$ cat src/rtl/button_event_arbiter.sv
// Debounces N push buttons on a shared sample tick and serializes press events round-robin.
// Optional long-press events are enabled with `define BUTTON_LONG_PRESS_EN.
module button_event_arbiter #(
  parameter int N_BUTTONS      = 4,
  parameter int TICK_DIV       = 5,
  parameter int STABLE_SAMPLES = 7,
  parameter int LONG_TICKS     = 200
) (
  input  logic                         clk,
  input  logic                         reset,
  input  logic [N_BUTTONS-1:0]         buttonIn,
  output logic [N_BUTTONS-1:0]         buttonLevel,
  output logic                         evtValid,
  input  logic                         evtReady,
  output logic [$clog2(N_BUTTONS)-1:0] evtId,
  output logic                         evtLong,
  output logic [N_BUTTONS-1:0]         pendingMask,
  output logic                         droppedEvt
);

  localparam int ID_W = $clog2(N_BUTTONS);
  localparam int TW   = $clog2(TICK_DIV);
  localparam logic [TW-1:0]   TICK_LAST  = TW'(TICK_DIV - 1);
  localparam logic [ID_W-1:0] GRANT_INIT = ID_W'(N_BUTTONS - 1);

  typedef enum logic {S_IDLE, S_PRESENT} state_t;

  logic [TW-1:0]             tick_cnt_q, tick_cnt_d;
  logic [N_BUTTONS-1:0]      sync1_q, sync1_d, sync2_q, sync2_d;
  logic [STABLE_SAMPLES-1:0] samp_q [N_BUTTONS];
  logic [STABLE_SAMPLES-1:0] samp_d [N_BUTTONS];
  logic [N_BUTTONS-1:0]      level_q, level_d, level_prev_q, level_prev_d;
  logic [N_BUTTONS-1:0]      pending_q, pending_d;
  logic                      dropped_q, dropped_d;
  state_t                    state_q, state_d;
  logic                      evt_valid_q, evt_valid_d;
  logic [ID_W-1:0]           evt_id_q, evt_id_d;
  logic [ID_W-1:0]           last_grant_q, last_grant_d;

  logic                      tick;
  logic [N_BUTTONS-1:0]      press, clr_short;
  logic                      grant_found, grant_long, do_grant, drop;
  logic [ID_W-1:0]           grant_idx;

`ifdef BUTTON_LONG_PRESS_EN
  localparam int LW = $clog2(LONG_TICKS + 1);
  localparam logic [LW-1:0] LONG_MAX  = LW'(LONG_TICKS);
  localparam logic [LW-1:0] LONG_LAST = LW'(LONG_TICKS - 1);

  logic [LW-1:0]        hold_cnt_q [N_BUTTONS];
  logic [LW-1:0]        hold_cnt_d [N_BUTTONS];
  logic [N_BUTTONS-1:0] long_pending_q, long_pending_d;
  logic [N_BUTTONS-1:0] long_set, clr_long;
  logic                 evt_long_q, evt_long_d;
`endif

  always_comb begin
    int idx;
    idx = 0;

    tick       = (tick_cnt_q == TICK_LAST);
    tick_cnt_d = tick ? '0 : tick_cnt_q + 1'b1;
    sync1_d    = buttonIn;
    sync2_d    = sync1_q;
    level_prev_d = level_q;

    for (int i = 0; i < N_BUTTONS; i++) begin
      samp_d[i]  = tick ? {samp_q[i][STABLE_SAMPLES-2:0], sync2_q[i]} : samp_q[i];
      level_d[i] = level_q[i];
      if (&samp_q[i])       level_d[i] = 1'b1;
      else if (~|samp_q[i]) level_d[i] = 1'b0;
    end

    press = level_q & ~level_prev_q;

    // Scan upward from the button after the last one granted; short before long per button.
    grant_found = 1'b0;
    grant_long  = 1'b0;
    grant_idx   = '0;
    for (int k = 1; k <= N_BUTTONS; k++) begin
      idx = int'(last_grant_q) + k;
      if (idx >= N_BUTTONS) idx = idx - N_BUTTONS;
      if (!grant_found) begin
        if (pending_q[idx]) begin
          grant_found = 1'b1;
          grant_idx   = ID_W'(idx);
        end
`ifdef BUTTON_LONG_PRESS_EN
        else if (long_pending_q[idx]) begin
          grant_found = 1'b1;
          grant_long  = 1'b1;
          grant_idx   = ID_W'(idx);
        end
`endif
      end
    end

    do_grant = (state_q == S_IDLE) && grant_found;
    for (int i = 0; i < N_BUTTONS; i++) begin
      clr_short[i] = do_grant && !grant_long && (grant_idx == ID_W'(i));
    end

    // A press that coincides with the grant of the same bit re-arms it rather than dropping.
    pending_d = (pending_q & ~clr_short) | press;
    drop      = |(press & pending_q & ~clr_short);

`ifdef BUTTON_LONG_PRESS_EN
    for (int i = 0; i < N_BUTTONS; i++) begin
      clr_long[i] = do_grant && grant_long && (grant_idx == ID_W'(i));
      long_set[i] = tick && level_q[i] && (hold_cnt_q[i] == LONG_LAST);
      if (!level_q[i])
        hold_cnt_d[i] = '0;
      else if (tick && (hold_cnt_q[i] != LONG_MAX))
        hold_cnt_d[i] = hold_cnt_q[i] + 1'b1;
      else
        hold_cnt_d[i] = hold_cnt_q[i];
    end
    long_pending_d = (long_pending_q & ~clr_long) | long_set;
    drop           = drop | (|(long_set & long_pending_q & ~clr_long));
    evt_long_d     = evt_long_q;
`endif

    dropped_d = dropped_q | drop;

    state_d      = state_q;
    evt_valid_d  = evt_valid_q;
    evt_id_d     = evt_id_q;
    last_grant_d = last_grant_q;
    case (state_q)
      S_IDLE: begin
        if (do_grant) begin
          evt_valid_d = 1'b1;
          evt_id_d    = grant_idx;
`ifdef BUTTON_LONG_PRESS_EN
          evt_long_d  = grant_long;
`endif
          state_d     = S_PRESENT;
        end
      end
      S_PRESENT: begin
        if (evtReady) begin
          evt_valid_d  = 1'b0;
          last_grant_d = evt_id_q;
          state_d      = S_IDLE;
        end
      end
      default: state_d = S_IDLE;
    endcase
  end

  always_ff @(posedge clk) begin
    if (reset) begin
      tick_cnt_q   <= '0;
      sync1_q      <= '0;
      sync2_q      <= '0;
      for (int i = 0; i < N_BUTTONS; i++) samp_q[i] <= '0;
      level_q      <= '0;
      level_prev_q <= '0;
      pending_q    <= '0;
      dropped_q    <= 1'b0;
      state_q      <= S_IDLE;
      evt_valid_q  <= 1'b0;
      evt_id_q     <= '0;
      last_grant_q <= GRANT_INIT;
`ifdef BUTTON_LONG_PRESS_EN
      for (int i = 0; i < N_BUTTONS; i++) hold_cnt_q[i] <= '0;
      long_pending_q <= '0;
      evt_long_q     <= 1'b0;
`endif
    end else begin
      tick_cnt_q   <= tick_cnt_d;
      sync1_q      <= sync1_d;
      sync2_q      <= sync2_d;
      samp_q       <= samp_d;
      level_q      <= level_d;
      level_prev_q <= level_prev_d;
      pending_q    <= pending_d;
      dropped_q    <= dropped_d;
      state_q      <= state_d;
      evt_valid_q  <= evt_valid_d;
      evt_id_q     <= evt_id_d;
      last_grant_q <= last_grant_d;
`ifdef BUTTON_LONG_PRESS_EN
      hold_cnt_q     <= hold_cnt_d;
      long_pending_q <= long_pending_d;
      evt_long_q     <= evt_long_d;
`endif
    end
  end

  assign buttonLevel = level_q;
  assign evtValid    = evt_valid_q;
  assign evtId       = evt_id_q;
  assign pendingMask = pending_q;
  assign droppedEvt  = dropped_q;
`ifdef BUTTON_LONG_PRESS_EN
  assign evtLong     = evt_long_q;
`else
  assign evtLong     = 1'b0;
`endif

endmodule
$ cat config.mk
export PLATFORM = sky130hd
export DESIGN_NAME = button_event_arbiter
export DESIGN_NICKNAME = d
export VERILOG_FILES = /design/src/rtl/button_event_arbiter.sv
export SDC_FILE = /design/constraint.sdc
export NUM_CORES = 1
export LEC_CHECK = 0
export CAP_MARGIN = 15
export CORE_MARGIN = 3
export CORE_UTILIZATION = 60
export DETAILED_ROUTE_END_ITERATION = 12
export PLACE_DENSITY = 0.95
export SYNTH_ARGS = -nofsm -noshare
export SYNTH_HDL_FRONTEND = slang
export SYNTH_SLANG_ARGS = --single-unit
$ cat constraint.sdc
create_clock -name clk -period 2.25 [get_ports clk]
set_input_delay 0.45 -clock clk [delete_from_list [all_inputs] [get_ports clk]]
set_output_delay 0.45 -clock clk [all_outputs]
set_load 0.03 [all_outputs]
# After elaboration in Yosys (flattened, before gate mapping)
# Cells that the tools add are included.
# word_totals
ff_bits,58
wordCells,117
# classes
add_sub_neg,9
n_lt_le_gt_ge,8
n_eq_ne,10
muxes,44
n_bitwise,9
reduce_logical,19
# ops
op,n
$lt A32 B4 Y1 const B,4
$mux W32,4
$reduce_and A7 Y1,4
$reduce_or A7 Y1,4
$mux W1,27
$and A4 B4 Y4,4
$mux W2,7
$ne A2 B2 Y1 const B,6
$sub A3 B3 Y4 const B,3
$ge A3 B3 Y1 const B,3
$bmux W1 S2,4
$not A4 Y4,2
$add A2 B2 Y3 const B,2
$reduce_and A2 Y1,3
$logic_and A1 B1 Y1,5
$sub A4 B3 Y5 const B,1
$add A2 B3 Y4 const B,1
$eq A2 B2 Y1 const B,2
$ge A4 B3 Y1 const B,1
$or A4 B4 Y4,1
$pmux W1 S2,2
$reduce_or A4 Y1,1
$add A2 B1 Y3 const B,1
$add A3 B1 Y3 const B,1
other kinds (6),6

# Longest topological paths before layout
# logic_depth
word_depth,19
depth_mapped,7
ltp_nobuf,6

# Worst setup path before layout
# OpenSTA, ideal clock, no wires.
# synth_timing
path_type,register to register
startpoint,reg pending_q[3] (netlist: pendingMask[3])
endpoint,reg dropped_q (netlist: droppedEvt)
arrival_ns,1.487
required_time_ns,2.117
setup_slack_ns,0.631
stages_incl_launch_ff,6
n_path_buf,0
synth_period_minus_slack_ns,1.619
path_cell_list,dfxtp_1 > o21ai_1 > nor4_2 > nand2b_1 > a31oi_1 > a31oi_1
# synth_via
elab_chain_cells,16
# synth_lines
element,line,text
start: declaration,33,"logic [N_BUTTONS-1:0] pending_q, pending_d;"
start signal: assignment,177,pending_q <= pending_d;
$bmux W1 S2,84,if (pending_q[idx]) begin
$mux W1 (not written as such) (2 in a row),84,
$mux W2 (2 in a row),84,
$mux W2,83,if (!grant_found) begin
$mux W2,84,
$mux W2,83,
$mux W2,84,
$mux W2,83,
"$eq A2 B1 Y1, or another cell as far along",100,clr_short[i] = do_grant && !grant_long && (grant_idx == ID_W'(i));
$logic_and A1 B1 Y1,100,
$not A4 Y4,105,drop = |(press & pending_q & ~clr_short);
$and A4 B4 Y4 *,105,
$reduce_or A4 Y1 *,105,
$or A1 B1 Y1 *,123,dropped_d = dropped_q | drop;
end signal: assignment,178,dropped_q <= dropped_d;
end: declaration,34,"logic dropped_q, dropped_d;"
# Mark *: on every way between the ends. The rest lies on a longest branch, timed or not. The select of a mux whose other input is x is not followed.
# A chain may end at the register's enable or synchronous reset.

# Worst setup path after layout
# layout_timing
startpoint,reg pending_q[3] (netlist: pendingMask[3])
endpoint,out pendingMask[3]
# layout_rtl
element,line,text
end: declaration,17,"output logic [N_BUTTONS-1:0] pendingMask,"
# No word-level cell between the ends.

==> reports/qor.csv <==
stage;metric;value;unit
setup_path;crit path max fanout;9;
power_and_ir_drop;static leakage;0.928;nW
timing;setup ws final;0.258;ns
yosys;Yosys cell types;34;
timing;Slew Limit Fails;0;
layout;Final Util;75.1;%
timing;setup violators final;0;
clock_network;TritonCTS clock tree;yes;
place;Place WS;0.595;ns
layout;diode count;0;
die;IO Pins;20;
timing;TNS Setup;0;ns
yosys;Synth Area in Simple Gates;26.0;%
yosys;largest family of logic cells by synthesized area;simple AND/OR/NAND/NOR gates;
status;outcome;completed;
routing;initial drt markers;77;
grt;Tot GR Track Use;21.3;%
yosys;mux cell area share after synthesis;0.453;%
die;Starting Density;64.2;%
layout;most frequent cells in the layout;67 x nand2_1, 58 x dfxtp_1, 37 x a21oi_1;
run;Max-cap violations;0;
grt;grt ovf;0;
clock_network;hold_buf cts;0;
die;Core Box Area;3440;sq um
clock_network;Clock Sinks;58;
yosys;warning count from the yosys run;0;
yosys;Synth Register Bits;58;
routing;Vias per Instance;5.30;
setup_path;sum of buffers and inverters on the critical path;1;
clock_network;later-pin clock latency in the skew report;0.33;ns
setup_path;Worst Setup Start Kind;flip-flop;
layout;Area growth syn-to-layout;16.9;%
setup_path;Crit path max-delay family;buffers and inverters;
min_path;worst hold-check path type;flip-flop to flip-flop;
place;dpl hpwl;2630;um
power_and_ir_drop;Worst VDD drop;0.456;mV
setup_path;worst endpoint required time;1.80;ns
yosys;Avg Synthesized Cell Area;8.34;sq um
yosys;area of the mapped netlist;2210;sq um
layout;NumNets Final;294;
timing;Worst-Margin Slew;0.571;ns
clock_network;post_cts resized;0;
clock_network;Post CTS Setup Buffer Count;0;
power_and_ir_drop;ratio of total power to cell area;734;nW/um^2
routing;Initial DRT Pass Iterations;4;
setup_path;CP cell instances;clkdlybuf4s50_1;
die;die height;66.7;um
yosys;Synth Net Count;274;
layout;layout cells sized above 1;7.93;%
setup_path;Critical Path AT;1.54;ns
layout;commonest non-fill, non-tap cell in the layout;nand2_1;
timing;Tcrit/Tclk final;88.5;%
place;port buffer count;18;
power_and_ir_drop;Final Power;1.90;mW
yosys;fraction of the mapped netlist area in adder cells;1.13;%
yosys;Post-Syn Instances;265;
routing;Final ANT Viol Nets;0;
grt;antenna violations before repair;0;
grt;largest net degree at the start of global routing;32;
timing;RSZ-0062 raised after global routing;false;
clock_network;CTS root buf;clkbuf_8;
routing;Vias;1780;
place;placed cell area;2420;sq um
clock_network;total CTS buffers;9;
yosys;post-synthesis compound-gate area fraction;15.4;%
setup_path;slowest stage delay, CP;0.73;ns
routing;Detailed Route WL;4030;um
timing;clock skew;0.00529;ns
layout;post-route cell area;2580;sq um
die;die area;4450;sq um
timing;Final min period;1.99;ns
timing;final-report hold violation count;0;
clock_network;Worst-path clk slew;0.06;ns
timing;maximum operating frequency;502;MHz
grt;global-route wire length before repair;7040;um
routing;wire length per cell;12.0;um
yosys;register area share after synthesis;52.5;%
clock_network;H-Tree Level Count;3;
die;Chip Width;66.7;um
timing;worst hold slack;0.431;ns
setup_path;CP Capture Type;output port;
layout;Non-Filler Instances;336;
yosys;XOR/XNOR Fraction of Synth Area;0;%
die;FP Rows;21;
setup_path;slowest CP cell;clkdlybuf4s50_1;
place;Final GP Congestion;0.776;
timing;Worst slew margin;61.9;%
clock_network;buffer depth of the longest clock path;2;
setup_path;CP Class;flip-flop to output port;
place;dpl cells;320;
grt;vias in the first global route;1687;
routing;DR DRC count;0;
-- final timing paths --
check	from	end	slack, ns	cells past startpoint
setup / recovery	pendingMask[3]$_SDFF_PP0_	pendingMask[3]	0.26	1
hold / removal	sync2_q[1]$_SDFF_PP0_	samp_q[14]$_SDFFE_PP0P_	0.43	2
setup reg to reg	pendingMask[0]$_SDFF_PP0_	droppedEvt$_SDFF_PP0_	0.58	6
hold reg to reg	sync2_q[1]$_SDFF_PP0_	samp_q[14]$_SDFFE_PP0P_	0.43	2
-- worst reg2reg max path: cells and delay by family, from the launching register on --
family / cells / cell delay [ns]
AOI/OAI and AO/OA: 4 / 0.57
DFF: 1 / 0.37
and+or+nand+nor: 2 / 0.59
-- synthesized netlist by cell type --
cell type  number  share of area (%)
nor4_2          1               0.57
nand2b_1       11                3.1
a21boi_1        1               0.34
inv_1          11                1.9
nand3_1         5                1.1
dfxtp_1        58                 53
conb_1          1               0.17
o22a_2          1               0.45
buf_2           1               0.23
clkbuf_1       11                1.9
nor2b_1        10                2.8
nand2_1        67                 11
and2_1          1               0.28
ha_1            2                1.1
o21ba_1         1               0.45
nand4b_1        4                1.6
a211o_1         2               0.79
nor3_1          6                1.4
and3_1          2               0.57
or4_1           4                1.4
o21ai_0         7                1.6
o211ai_2        1               0.57
nor2_1          7                1.2
mux2i_1         1               0.45
a211oi_1        1               0.34
a21oi_1        37                8.4
o31ai_1         1               0.34
o21ai_1         3               0.68
o21ai_2         1               0.40
nor4_1          1               0.28
a31oi_1         2               0.57
buf_4           1               0.34
nor3b_1         1               0.34
a211oi_2        1               0.57
-- where the power goes --
group / total, mW / internal [mW] / leakage (nW) / switching [mW]
registers: 1.04 / 1.04 / 0.469 / 0.00481
clock network: 0.793 / 0.424 / 0.0872 / 0.369
logic: 0.0605 / 0.0251 / 0.371 / 0.0354
total: 1.90 / 1.49 / 0.928 / 0.409
-- layout make-up --
cell class | instances | area (sq um)
Sequential cell | 58 | 1160
Multi-Input combinational cell | 183 | 955
Fill cell | 252 | 858
Timing Repair Buffer | 22 | 205
Clock buffer | 13 | 149
Tap cell | 46 | 57.6
Inverter | 11 | 41.3
Clock inverter | 3 | 15.0
-- routing by layer --
| layer | wire length [um] | vias to the layer above | track usage (%) |
|---|---|---|---|
| met5 | 0 | - | 0 |
| met4 | 64 | 0 | 10.4 |
| met3 | 206 | 7 | 9.11 |
| met2 | 1980 | 31 | 34.9 |
| met1 | 1780 | 814 | 23.5 |
| li1 | - | 928 | - |
-- logic make-up after synthesis --
family / Yosys count
buffers and inverters: 24
multiplexers: 1
AO/OA/AOI/OAI: 59
flip-flops: 58
AND/OR/NAND/NOR: 120
adder cells (fa/ha/maj): 2
other: 1
-- sequential cells by signal, summed over array words and instances (netlist names) --
register,cells
level_prev_q,4
sync1_q,4
pendingMask,4
sync2_q,4
droppedEvt,1
evtId,2
last_grant_q,2
buttonLevel,4
samp_q,28
tick_cnt_q,3
state_q,1
evtValid,1
(Power assumes the default switching activity.)
==> patch 1, RTL diff (config.mk and constraints unchanged) <==
Change the parameter `N_BUTTONS` from 4 to 8.
--- a/src/rtl/button_event_arbiter.sv
+++ b/src/rtl/button_event_arbiter.sv
@@ -1,7 +1,7 @@
 // Debounces N push buttons on a shared sample tick and serializes press events round-robin.
 // Optional long-press events are enabled with `define BUTTON_LONG_PRESS_EN.
 module button_event_arbiter #(
-  parameter int N_BUTTONS      = 4,
+  parameter int N_BUTTONS      = 8,
   parameter int TICK_DIV       = 5,
   parameter int STABLE_SAMPLES = 7,
   parameter int LONG_TICKS     = 200
Ports: changed (resized buttonIn, buttonLevel, evtId and pendingMask); port bits go from 20 to 33. No check against the original RTL was run, so the function may have changed too.
==> patch 1 against the original RTL <==
The run now ends with setup timing left; synthesized area rose by 130%; sequential cell count rose by 50; clock power rose by 82%; design area rose to 2.5 times the old value; critical path depth rose by 11; hold slack improved by 0.0091 ns; routed wire length rose to 3.6 times the old value; setup slack got worse by 1.1 ns; power rose by 110%; non-clock buffer count rose by 92; cell count rose by 130%; synthesized cell count rose by 120%; sequential power rose by 90%; combinational power rose to 11 times the old value.
==> patch 1: results <==
export IMPL_synthTopCellsByCount="nand2_1, dfxtp_1, a21oi_1"
export IMPL_grt_pass1_wl_mm=22.6
export IMPL_setup_violations=15
export IMPL_crit_family="compound AO/OA/AOI/OAI gates"
export IMPL_rr_startpoint="last_grant_q[0]"
export IMPL_nets=690
export IMPL_crit_arrival_ns=3.28
export IMPL_cp_max_fo=5
export IMPL_yosys_top_cells_area="dfxtp_1, nand2_1, a21oi_1, mux4_2, nand2b_1"
export IMPL_top_register="samp_q"
export IMPL_grt_max_degree=88
export IMPL_wl_per_cell_um=18.5
export IMPL_fin_cells=782
export IMPL_largest_reg_flops=56
export IMPL_grt_pass1_vias=4875
export IMPL_finalClockSkew_ns=0.00659
export IMPL_routabilityCongestion=1.11
export IMPL_dpl_cell_area_um2=5940
export IMPL_ys_seq_area_frac=0.426
export IMPL_n_fill_cell=407
export IMPL_tns_ns=-7.72
export IMPL_outcome="finished with violations"
export IMPL_drtPass1Iterations=7
export IMPL_drive_above_1_share=0.257
export IMPL_violations="setup timing"
export IMPL_place_ws_ns=-0.738
export IMPL_max_stage_delay_ns=0.38
export IMPL_grt_usage=0.286
export IMPL_cp_slowest_cell="dfxtp_4"
export IMPL_hpwl_mm=8.72
export IMPL_reg2reg_depth=12
export IMPL_vias_per_cell=6.27
export IMPL_worst_slew_pin_slew_ns=0.554
export IMPL_insertion_delay_ns=0.37
export IMPL_first_iter_violations=448
export IMPL_synth_distinct_cells=61
export IMPL_layout_setup_ws_ns=-0.792
export IMPL_crit_type="reg2reg"
export IMPL_p_leak_nw=2.50
export IMPL_io_buffers=31
export IMPL_clk_pin_slew_ns=0.10
export IMPL_dp_cells=752
export IMPL_critPathBufInv=3
==> patch 1: cell types whose count changed after synthesis, moves of 6 or more <==
cell / unedited run / this run
nor2b_1: 10 / 19
dfxtp_1: 58 / 108
inv_1: 11 / 20
o21ai_0: 7 / 19
mux4_2: 0 / 14
clkbuf_1: 11 / 25
o21ai_1: 3 / 9
nand3_1: 5 / 15
nor3_1: 6 / 14
nand2b_1: 11 / 20
a21oi_1: 37 / 72
nand2_1: 67 / 132
==> patch 1: layout make-up <==
class                      instances  area, µm²  area share
multi-input combinational        422       2900       0.443
sequential                       108       2180       0.333
timing repair buffer             114       1000       0.153
clock buffer                      10        138      0.0211
tap                              102        128      0.0195
clock inverter                     6        119      0.0182
inverter                          20       77.6      0.0119
==> patch 1: worst paths after layout <==
path                              endpoint  slack (ns)
worst max-delay path            droppedEvt       -0.79
worst min-delay path            samp_q[42]        0.44
worst max register to register  droppedEvt       -0.79
worst min register to register  samp_q[42]        0.44
==> patch 1: cell families after synthesis <==
group | share of synthesized area
mux | 0.0940
other cells | 0.000739
simple gates | 0.240
buf+inv | 0.0503
xor+xnor | 0.0123
fa+ha+maj | 0.00986
flops | 0.426
compound gates | 0.167
==> patch 1: worst reg2reg max path, cell delays in order (launching register included) <==
cell	delay, ns
dfxtp_4	0.38
inv_2	0.06
ha_4	0.29
buf_6	0.10
mux4_2	0.34
buf_4	0.17
mux2_4	0.28
a31oi_1	0.30
o31ai_2	0.15
o311ai_4	0.14
nand3_4	0.20
o311ai_4	0.34
a41oi_2	0.15
==> patch 1: metal layers <==
metal / vias to the layer above / track usage / routed length [µm]
met5: - / 0 / 0
met4: 0 / 0.132 / 699
met3: 100 / 0.0550 / 1030
met2: 296 / 0.528 / 7470
met1: 2286 / 0.314 / 5270
li1: 2218 / - / -
==> patch 1: metrics by stage <==
step                      hold WS, ns  utilization
after global placement          0.418        0.746
after floorplan                 0.414            -
final                           0.440        0.820
after CTS                       0.444        0.806
after detailed placement        0.424        0.746
after global routing            0.460        0.820
==> patch 1: power breakdown <==
part	internal (W)	leakage [nW]	switching [W]
registers	0.00195	0.876	0.0000331
logic	0.000331	1.49	0.000326
clock network	0.000783	0.129	0.000652
total	0.00306	2.50	0.00101
==> patch 1: repair_timing <==
action | in CTS | in global routing
pin swaps | 17 | 10
gates cloned | 0 | 1
gates resized for setup | 32 | 18
setup endpoints to repair | 15 | 19
buffers inserted | 11 | 3
==> patch 2, RTL diff (config.mk and constraints unchanged) <==
Without the edit above. Reset style: asynchronous (`reset`), changed in one clocked block.
--- a/src/rtl/button_event_arbiter.sv
+++ b/src/rtl/button_event_arbiter.sv
@@ -148,7 +148,7 @@
     endcase
   end
 
-  always_ff @(posedge clk) begin
+  always_ff @(posedge clk or posedge reset) begin
     if (reset) begin
       tick_cnt_q   <= '0;
       sync1_q      <= '0;
Formal check against the unedited RTL: no difference found for any inputs over 10 cycles, from zero or initial values and one cycle with reset high; that may be too few to reach the edited logic, so the function may still have changed.
==> patch 2 against the original RTL <==
Via count down 15%; hold slack got worse by 0.081 ns; count of clock-buffer cells in the layout stayed put; setup slack better by 0.012 ns; die area up 4.1%; synthesized cell count decreased by 35%; routed wire length up 9.4%; synthesized area increased by 4.5%; design area grew 7.0%; sequential cell count stayed put; critical path type unchanged.
Power is not compared: it rests on default switching activity, and its combinational part moved more than twofold at a synthesized area within 25%.
==> patch 2: results <==
export IMPL_grt_use_met3=0.0920
export IMPL_n_fill_cell=215
export IMPL_finalClockSkew_ns=0.00917
export IMPL_syn_nets=182
export IMPL_dr_wl_met3_um=222
export IMPL_cp_max_fo=7
export IMPL_yosys_top_cells_area="dfrtp_1, mux2_2, dfstp_2, o21ai_0, nand2_1"
export IMPL_synth_distinct_cells=35
export IMPL_wl_met2_mm=2.19
export IMPL_maxSlewHeadroom=0.636
export IMPL_hpwl_mm=2.94
export IMPL_async_flop_share=1.00
export IMPL_grtUsageMet1=0.255
export IMPL_synthFlopType="dfrtp_1"
export IMPL_synth_cells=173
export IMPL_nets=212
export IMPL_reg2reg_depth=5
export IMPL_outcome="completed"
export IMPL_synthTopCellsByCount="dfrtp_1, mux2_2, nand2_1"
export IMPL_grt_pass1_vias=1603
export IMPL_grt_usage=0.230
export IMPL_dpl_cell_area_um2=2580
export IMPL_routed_wl_mm=4.40
export IMPL_routabilityCongestion=0.898
export IMPL_grt_pass1_wl_mm=7.47
export IMPL_met2_usage=0.380
export IMPL_fin_cells=254
export IMPL_first_iter_violations=128
==> patch 2: changes by cell type in the layout (fill, tap and decap cells not counted), sizes merged, moves of 7 or more <==
cell | unedited run | this run
dfxtp | 58 | 0
nand2b | 11 | 4
a21oi | 37 | 3
nor2b | 10 | 2
mux2 | 0 | 31
nand2 | 67 | 10
dfrtp | 0 | 56
==> patch 2: cells by family (layout without fill, tap and decap cells) <==
| family | Yosys count | count (layout) | synth area share |
|---|---|---|---|
| DFF | 58 | 58 | 0.629 |
| and+or+nand+nor | 41 | 41 | 0.0964 |
| muxes | 32 | 32 | 0.155 |
| AOI/OAI and AO/OA | 27 | 27 | 0.0855 |
| buffers and inverters | 12 | 47 | 0.0211 |
| adders and majority gates | 2 | 2 | 0.0108 |
| other | 1 | 1 | 0.00162 |
==> patch 2: worst paths after layout <==
path                                 start             end  slack, ns
max                         pendingMask[2]  pendingMask[2]       0.27
max in group asynchronous            reset      samp_q[27]       1.17
max reg2reg                last_grant_q[1]      droppedEvt       0.32
min                             sync1_q[1]      sync2_q[1]       0.35
min in group asynchronous            reset      samp_q[17]       0.49
min reg2reg                     sync1_q[1]      sync2_q[1]       0.35
==> patch 2: area by class of cell <==
cell class	count	area [µm²]	share of cell area
flip-flops and latches	58	1450	0.526
multi-input cells	103	808	0.292
repair buffers	22	223	0.0805
clock buffers	13	149	0.0538
well taps	46	57.6	0.0208
clock inverters	3	40.0	0.0145
inverters	9	33.8	0.0122
==> patch 2: report_power, final <==
part           internal, W  switching, W  total [W]
registers          0.00118      0.000143    0.00132
clock network     0.000539      0.000366   0.000905
logic             0.000296      0.000366   0.000663
total              0.00202      0.000875    0.00289
